$ cat src/rtl/stddev_pkg.sv
// Shared state encoding and width helpers for the streaming mean/stddev block.
package stddev_pkg;

    typedef enum logic [1:0] {
        ST_ACCUM = 2'd0,
        ST_CALC  = 2'd1,
        ST_SQRT  = 2'd2,
        ST_HOLD  = 2'd3
    } state_e;

    // Worst case is N samples of all-ones, so log2(N) guard bits suffice.
    function automatic int unsigned sum_width(input int unsigned data_w, input int unsigned log2_n);
        return data_w + log2_n;
    endfunction

    function automatic int unsigned sumsq_width(input int unsigned data_w, input int unsigned log2_n);
        return 2 * data_w + log2_n;
    endfunction

    function automatic int unsigned sqrt_in_width(input int unsigned data_w);
        return 2 * data_w;
    endfunction

endpackage

$ cat src/rtl/stream_stddev_isqrt.sv
// Sequential restoring integer square root: one root bit per cycle, DATA_W cycles per result.
module isqrt_seq
    import stddev_pkg::*;
#(
    parameter int unsigned DATA_W = 16
) (
    input  logic                               clk,
    input  logic                               rstn,
    input  logic                               clear_i,
    input  logic                               start_i,
    input  logic [sqrt_in_width(DATA_W)-1:0]   radicand_i,
    output logic [DATA_W-1:0]                  root_o,
    output logic                               done_o
);

    localparam int unsigned IN_W  = sqrt_in_width(DATA_W);
    localparam int unsigned REM_W = DATA_W + 2;
    localparam int unsigned CNT_W = $clog2(DATA_W + 1);

    logic                busy_q, busy_d;
    logic                done_q, done_d;
    logic [CNT_W-1:0]    cnt_q, cnt_d;
    logic [IN_W-1:0]     rad_q, rad_d;
    logic [REM_W-1:0]    rem_q, rem_d;
    logic [DATA_W-1:0]   root_q, root_d;

    logic [REM_W+1:0]    rem_t;
    logic [REM_W+1:0]    trial;
    logic [REM_W+1:0]    rem_sub;
    logic                fits;

    always_comb begin
        rem_t   = {rem_q, rad_q[IN_W-1 -: 2]};
        trial   = {2'b00, root_q, 2'b01};
        fits    = (rem_t >= trial);
        rem_sub = rem_t - trial;

        busy_d = busy_q;
        done_d = 1'b0;
        cnt_d  = cnt_q;
        rad_d  = rad_q;
        rem_d  = rem_q;
        root_d = root_q;

        if (clear_i) begin
            busy_d = 1'b0;
            cnt_d  = '0;
            rad_d  = '0;
            rem_d  = '0;
            root_d = '0;
        end else if (start_i) begin
            busy_d = 1'b1;
            cnt_d  = CNT_W'(DATA_W);
            rad_d  = radicand_i;
            rem_d  = '0;
            root_d = '0;
        end else if (busy_q) begin
            // Remainder stays below 2*root+1, so dropping the top two bits is lossless.
            rad_d  = rad_q << 2;
            rem_d  = fits ? REM_W'(rem_sub) : REM_W'(rem_t);
            root_d = {root_q[DATA_W-2:0], fits};
            cnt_d  = cnt_q - CNT_W'(1);
            if (cnt_q == CNT_W'(1)) begin
                busy_d = 1'b0;
                done_d = 1'b1;
            end
        end
    end

    always_ff @(posedge clk or negedge rstn) begin
        if (!rstn) begin
            busy_q <= 1'b0;
            done_q <= 1'b0;
            cnt_q  <= '0;
            rad_q  <= '0;
            rem_q  <= '0;
            root_q <= '0;
        end else begin
            busy_q <= busy_d;
            done_q <= done_d;
            cnt_q  <= cnt_d;
            rad_q  <= rad_d;
            rem_q  <= rem_d;
            root_q <= root_d;
        end
    end

    assign root_o = root_q;
    assign done_o = done_q;

endmodule

$ cat src/rtl/stream_stddev.sv
// Windowed mean and standard deviation over 2**LOG2_N unsigned samples.
// Define STDDEV_VARIANCE_OUT_EN to expose the window variance on var_out.
module stream_stddev
    import stddev_pkg::*;
#(
    parameter int unsigned DATA_W = 16,
    parameter int unsigned LOG2_N = 12
) (
    input  logic                  clk,
    input  logic                  rstn,
    input  logic [DATA_W-1:0]     in_data,
    input  logic                  in_valid,
    output logic                  in_ready,
    input  logic                  flush,
    output logic [DATA_W-1:0]     mean_out,
    output logic [DATA_W-1:0]     sd_out,
`ifdef STDDEV_VARIANCE_OUT_EN
    output logic [2*DATA_W-1:0]   var_out,
`endif
    output logic                  out_valid,
    input  logic                  out_ready
);

    localparam int unsigned SUM_W = sum_width(DATA_W, LOG2_N);
    localparam int unsigned SQ_W  = sumsq_width(DATA_W, LOG2_N);
    localparam int unsigned VAR_W = sqrt_in_width(DATA_W);

    state_e               state_q, state_d;
    logic [LOG2_N-1:0]    cnt_q, cnt_d;
    logic [SUM_W-1:0]     sum_q, sum_d;
    logic [SQ_W-1:0]      sumsq_q, sumsq_d;
    logic [DATA_W-1:0]    mean_calc_q, mean_calc_d;
    logic [DATA_W-1:0]    mean_q, mean_d;
    logic [DATA_W-1:0]    sd_q, sd_d;
    logic                 ready_en_q;

    logic [DATA_W-1:0]    mean_c;
    logic [VAR_W-1:0]     ex2_c;
    logic [VAR_W-1:0]     msq_c;
    logic [VAR_W-1:0]     var_c;
    logic                 sqrt_start;
    logic                 sqrt_done;
    logic [DATA_W-1:0]    sqrt_root;

    always_comb begin
        mean_c = DATA_W'(sum_q >> LOG2_N);
        ex2_c  = VAR_W'(sumsq_q >> LOG2_N);
        msq_c  = VAR_W'(mean_c) * VAR_W'(mean_c);
        var_c  = (ex2_c >= msq_c) ? (ex2_c - msq_c) : '0;

        state_d     = state_q;
        cnt_d       = cnt_q;
        sum_d       = sum_q;
        sumsq_d     = sumsq_q;
        mean_calc_d = mean_calc_q;
        mean_d      = mean_q;
        sd_d        = sd_q;
        sqrt_start  = 1'b0;
        in_ready    = 1'b0;
        out_valid   = 1'b0;

        unique case (state_q)
            ST_ACCUM: begin
                in_ready = ready_en_q;
                if (in_valid && ready_en_q) begin
                    sum_d   = sum_q + SUM_W'(in_data);
                    sumsq_d = sumsq_q + SQ_W'(in_data) * SQ_W'(in_data);
                    cnt_d   = cnt_q + LOG2_N'(1);
                    if (cnt_q == '1) begin
                        state_d = ST_CALC;
                    end
                end
            end
            ST_CALC: begin
                mean_calc_d = mean_c;
                sqrt_start  = 1'b1;
                state_d     = ST_SQRT;
            end
            ST_SQRT: begin
                // Publish mean and sd together so the outputs never mix two windows.
                if (sqrt_done) begin
                    mean_d  = mean_calc_q;
                    sd_d    = sqrt_root;
                    state_d = ST_HOLD;
                end
            end
            ST_HOLD: begin
                out_valid = 1'b1;
                if (out_ready) begin
                    state_d = ST_ACCUM;
                    cnt_d   = '0;
                    sum_d   = '0;
                    sumsq_d = '0;
                end
            end
            default: state_d = ST_ACCUM;
        endcase

        if (flush) begin
            state_d     = ST_ACCUM;
            cnt_d       = '0;
            sum_d       = '0;
            sumsq_d     = '0;
            mean_calc_d = mean_calc_q;
            mean_d      = mean_q;
            sd_d        = sd_q;
            sqrt_start  = 1'b0;
        end
    end

    always_ff @(posedge clk or negedge rstn) begin
        if (!rstn) begin
            state_q     <= ST_ACCUM;
            cnt_q       <= '0;
            sum_q       <= '0;
            sumsq_q     <= '0;
            mean_calc_q <= '0;
            mean_q      <= '0;
            sd_q        <= '0;
            ready_en_q  <= 1'b0;
        end else begin
            state_q     <= state_d;
            cnt_q       <= cnt_d;
            sum_q       <= sum_d;
            sumsq_q     <= sumsq_d;
            mean_calc_q <= mean_calc_d;
            mean_q      <= mean_d;
            sd_q        <= sd_d;
            ready_en_q  <= 1'b1;
        end
    end

    isqrt_seq #(
        .DATA_W (DATA_W)
    ) u_isqrt (
        .clk        (clk),
        .rstn       (rstn),
        .clear_i    (flush),
        .start_i    (sqrt_start),
        .radicand_i (var_c),
        .root_o     (sqrt_root),
        .done_o     (sqrt_done)
    );

`ifdef STDDEV_VARIANCE_OUT_EN
    logic [VAR_W-1:0] var_calc_q;
    logic [VAR_W-1:0] var_q;

    always_ff @(posedge clk or negedge rstn) begin
        if (!rstn) begin
            var_calc_q <= '0;
            var_q      <= '0;
        end else if (!flush) begin
            if (state_q == ST_CALC) begin
                var_calc_q <= var_c;
            end
            if (state_q == ST_SQRT && sqrt_done) begin
                var_q <= var_calc_q;
            end
        end
    end

    assign var_out = var_q;
`endif

    assign mean_out = mean_q;
    assign sd_out   = sd_q;

endmodule

$ cat config.mk
export PLATFORM = sky130hd
export DESIGN_NAME = stream_stddev
export DESIGN_NICKNAME = d
export VERILOG_FILES = /design/src/rtl/stddev_pkg.sv /design/src/rtl/stream_stddev_isqrt.sv /design/src/rtl/stream_stddev.sv
export SDC_FILE = /design/constraint.sdc
export NUM_CORES = 2
export LEC_CHECK = 0
export ABC_AREA = 1
export BUFFER_PORTS_ARGS = -buffer_cell sky130_fd_sc_hd__buf_2
export CORE_ASPECT_RATIO = 0.7
export CORE_MARGIN = 2
export CORE_UTILIZATION = 45
export DETAILED_ROUTE_END_ITERATION = 8
export PLACE_DENSITY = 0.6
export RECOVER_POWER = 100
export SYNTH_ARGS = -nofsm -noshare
export SYNTH_HDL_FRONTEND = slang
export SYNTH_HIERARCHICAL = 1
export SYNTH_SLANG_ARGS = --single-unit
$ cat constraint.sdc
create_clock -name clk -period 15.7 [get_ports clk]
set_input_delay 1.57 -clock clk [delete_from_list [all_inputs] [get_ports clk]]
set_output_delay 1.57 -clock clk [all_outputs]
set_load 0.01 [all_outputs]
==> impl_summary.log <==
[metrics] CP Launch Type: input pin
[metrics] effective utilization at floorplan: a little under half
[metrics] total via count in the routed design: 25000
[metrics] highest clock rate: between 90 and 100 MHz
[metrics] Worst Min Path Start: u_isqrt/cnt_q[3]$_DFFE_PN0P_
[metrics] final period utilization: around two thirds
[metrics] worst-skew pair later-pin latency: 580 ps
[metrics] Synth-to-Final Area Change: 5.88%
[metrics] setup tns final: 0 ps
[metrics] wire length of the first global-routing pass: 134000 µm
[metrics] Fill cells: a little under 7000
[metrics] Crit Path Category: input pin to async pin
[metrics] Syn Std Cell Area: ~0.030 mm²
[metrics] Avg Vias per Cell: 4.99
[metrics] Iter 0 DRT Violations: between 2000 and 2500
[metrics] Max-cap violations: 8
[metrics] origin of the critical flop-to-flop path: sum_q[21]$_DFFE_PN0P_
[metrics] final wirelength: 81800 µm
[metrics] total count of hold-check failures in the final report: 0
[metrics] worst hold path stage count: 1
[metrics] final-report max-slew violation count: approximately 450
[metrics] maximum count of clock buffers along a single path: 3
[metrics] critical path arrival: just over 10000 ps
[metrics] count of nets after finishing: roughly 4800
[metrics] setup slack, reg-to-reg: around 6700 ps
[metrics] post-route ant nets: 0
[metrics] worst-margin pin slew: around 5500 ps
[metrics] worst reg2reg endpoint: u_isqrt/rad_q[24]$_DFFE_PN0P_
[metrics] CTS HTree Levels: 1
[metrics] placed cell area: 0.0311 mm²
[metrics] Net Count, Synth: around 4800
[metrics] global-route congestion overflow total: 0
[metrics] class of the tightest hold or removal check: flop to flop
[metrics] GRT Util Overall: 24.4%
[metrics] unique cell type count in the Yosys netlist: 50
[metrics] share of flip-flops with an asynchronous set or reset: 100%
[metrics] setup repair after global routing missed its margin: no
[metrics] sequential cell area fraction in the yosys report: 17.3%
[metrics] WL/cell: 16.3 µm
[metrics] number of global-route vias before repair: roughly 24000
[metrics] TritonCTS Sinks: 208
[metrics] number of design rule violations left after detail routing: 0
[metrics] Worst Hold Slack: roughly 480 ps
[metrics] post-CTS repair timing setup buffer count: 0
[metrics] type of element capturing the critical path: async pin
[metrics] Hold Path Sink: u_isqrt/cnt_q[3]$_DFFE_PN0P_
[metrics] layout cells sized above 1: under 10%
[metrics] die height: 220 µm
[metrics] number of cells traversed by the worst register-to-register path: 28
[metrics] EDFF count, synth: 0
[metrics] Register Area: between 0.005 and 0.006 mm²
[metrics] root buffer selected by CTS: clkbuf_16
[metrics] largest net degree at the start of global routing: 90
[metrics] number of clock buffers inserted by TritonCTS: 25
[metrics] CP max FO: a little under 90
[metrics] footprint of the multi-input gates: between 0.02 and 0.025 mm²
[metrics] data required time of the worst path: ~16000 ps
[metrics] Total Die Area: between 0.06 and 0.07 mm²
[metrics] Setup Viol. Count Final: 0
[metrics] post-route design area: roughly 0.032 mm²
[metrics] drt pass-1 iters: 8
[metrics] number of placed I/O pins: 55
[metrics] Clock transition at path regs: 60 ps
[metrics] count of buffers from port buffering: 54
[metrics] shortest clock period the worst path allows after layout: approximately 10000 ps
[metrics] Relative slew margins: -265%
[metrics] number of warnings issued by yosys: 6
[metrics] clock skew: 14.6 ps
[metrics] final HPWL from detailed placement: 66300 µm
[metrics] Placeable Area: 0.0663 mm²
[metrics] number of antenna violations at the first check in global routing: 0
[metrics] status: complete, but fails checks
[metrics] CTS resizes: 0
[metrics] Gate Count Post-Synth: about 4100
[metrics] TritonCTS clock tree: yes
[metrics] row cnt: approximately 80
[metrics] flops & latches, synth: between 200 and 250
[metrics] dominant synthesized flop cell: dfrtp_1
[metrics] width of the chip: between 300 and 400 µm
[metrics] Post-Syn Area per Cell: around 7.3 µm²
[metrics] failing checks: capacitance limit, slew limit
[metrics] number of buffers inserted for hold repair after clock tree synthesis: 0
[metrics] GPL Wtd Cong: between 0.9 and 1
## layout make-up
cell class	count	share of cell area (%)
multi-input cells	2794	64.6
repair buffers	64	0.844
clock buffers	32	2.14
clock inverters	12	0.577
diodes	1	0.00785
flip-flops and latches	208	16.3
well taps	891	3.50
inverters	1016	12.0
## flip-flops by register name (all words and copies together) (netlist names)
signal          count
sumsq_q            44
u_isqrt/busy_q      1
u_isqrt/rem_q      18
u_isqrt/done_o      1
sum_q              28
mean_out           16
cnt_q              12
sd_out             16
state_q             2
u_isqrt/root_o     16
u_isqrt/rad_q      32
mean_calc_q        16
ready_en_q          1
u_isqrt/cnt_q       5
## cell usage after synthesis (3+ instances only)
library cell	instances	area share, %
a211oi_1	5	0.12
a21boi_0	3	0.075
a21o_1	3	0.075
a21oi_1	214	3.6
a22o_1	6	0.17
a31oi_1	4	0.083
and3_1	4	0.083
buf_1	8	0.10
buf_2	18	0.30
buf_4	7	0.17
buf_6	3	0.11
clkbuf_1	72	0.90
dfrtp_1	208	17
fa_1	357	24
ha_1	282	12
inv_1	1008	13
inv_2	7	0.087
mux2_2	29	1.1
nand2_1	1049	13
nand2_2	3	0.062
nand3_1	154	2.6
nand3b_1	26	0.65
nand4_1	29	0.60
nor2_1	278	3.5
nor2_2	6	0.12
nor3_1	35	0.58
nor4_1	8	0.17
o21a_1	5	0.12
o21ai_0	92	1.5
o21ai_1	41	0.68
o21ai_2	3	0.087
o21bai_1	11	0.27
o22ai_1	53	1.1
or2_2	17	0.35
xnor2_1	29	0.84
xor2_1	32	0.93
## through the flow
stage / instances / util [%] / worst slack, ps
final: 5018 / 48.1 / 5270
after detailed placement: 4973 / 46.9 / 7430
after CTS: 5017 / 48.2 / 7400
after floorplan: 4127 / - / 8670
after global placement: 4973 / 46.9 / 7450
after global routing: 5017 / 48.1 / 3380
## logic make-up after synthesis
kind of cell,after synthesis,synth area share (%)
simple gates,1619,22.1
buf+inv,1125,14.3
fa+ha+maj,639,35.5
compound gates,445,8.03
flops,208,17.3
xor+xnor,61,1.77
mux,29,1.08
other cells,1,0.0125
## worst max-delay path, stage by stage
cell	delay [ps]
clkbuf_1	3760
clkbuf_1	2440
clkbuf_1	2440
## metal layers
layer | share of wire, % | up-vias | track usage, % | wire length [µm]
met1 | 53 | 11700 | 40.0 | 43400
li1 | - | 12500 | - | -
met3 | 8.6 | 92 | 5.10 | 7030
met5 | 0 | - | 0 | 0
met2 | 36 | 757 | 32.5 | 29800
met4 | 1.9 | 0 | 4.21 | 1520
## cells in the final DEF (no fill, tap or decap), types with 32 or more instances in the layout
| master | synthesis | final |
|---|---|---|
| nand2_1 | 1049 | 1049 |
| inv_1 | 1008 | 1013 |
| fa_1 | 357 | 357 |
| ha_1 | 282 | 282 |
| nor2_1 | 278 | 279 |
| a21oi_1 | 214 | 215 |
| dfrtp_1 | 208 | 208 |
| nand3_1 | 154 | 155 |
| o21ai_0 | 92 | 122 |
| o22ai_1 | 53 | 53 |
| clkbuf_1 | 72 | 49 |
| nor3_1 | 35 | 35 |
| xor2_1 | 32 | 32 |
## worst max path at each step
stage	startpoint	endpoint	slack, ps	cells past startpoint
CTS	sum_q[21]$_DFFE_PN0P_	u_isqrt/rad_q[24]$_DFFE_PN0P_	7400	28
global placement	sum_q[21]$_DFFE_PN0P_	u_isqrt/rad_q[19]$_DFFE_PN0P_	7450	28
detailed placement	sum_q[21]$_DFFE_PN0P_	u_isqrt/rad_q[24]$_DFFE_PN0P_	7430	28
global route	rstn	sum_q[22]$_DFFE_PN0P_	3380	3
finish	rstn	mean_calc_q[1]$_DFFE_PN0P_	5270	3
floorplan	sum_q[21]$_DFFE_PN0P_	u_isqrt/rad_q[13]$_DFFE_PN0P_	8670	33
Power is left out: the tool's default activity adds up to more than one toggle a clock period on the data nets, which glitch-free logic cannot reach.
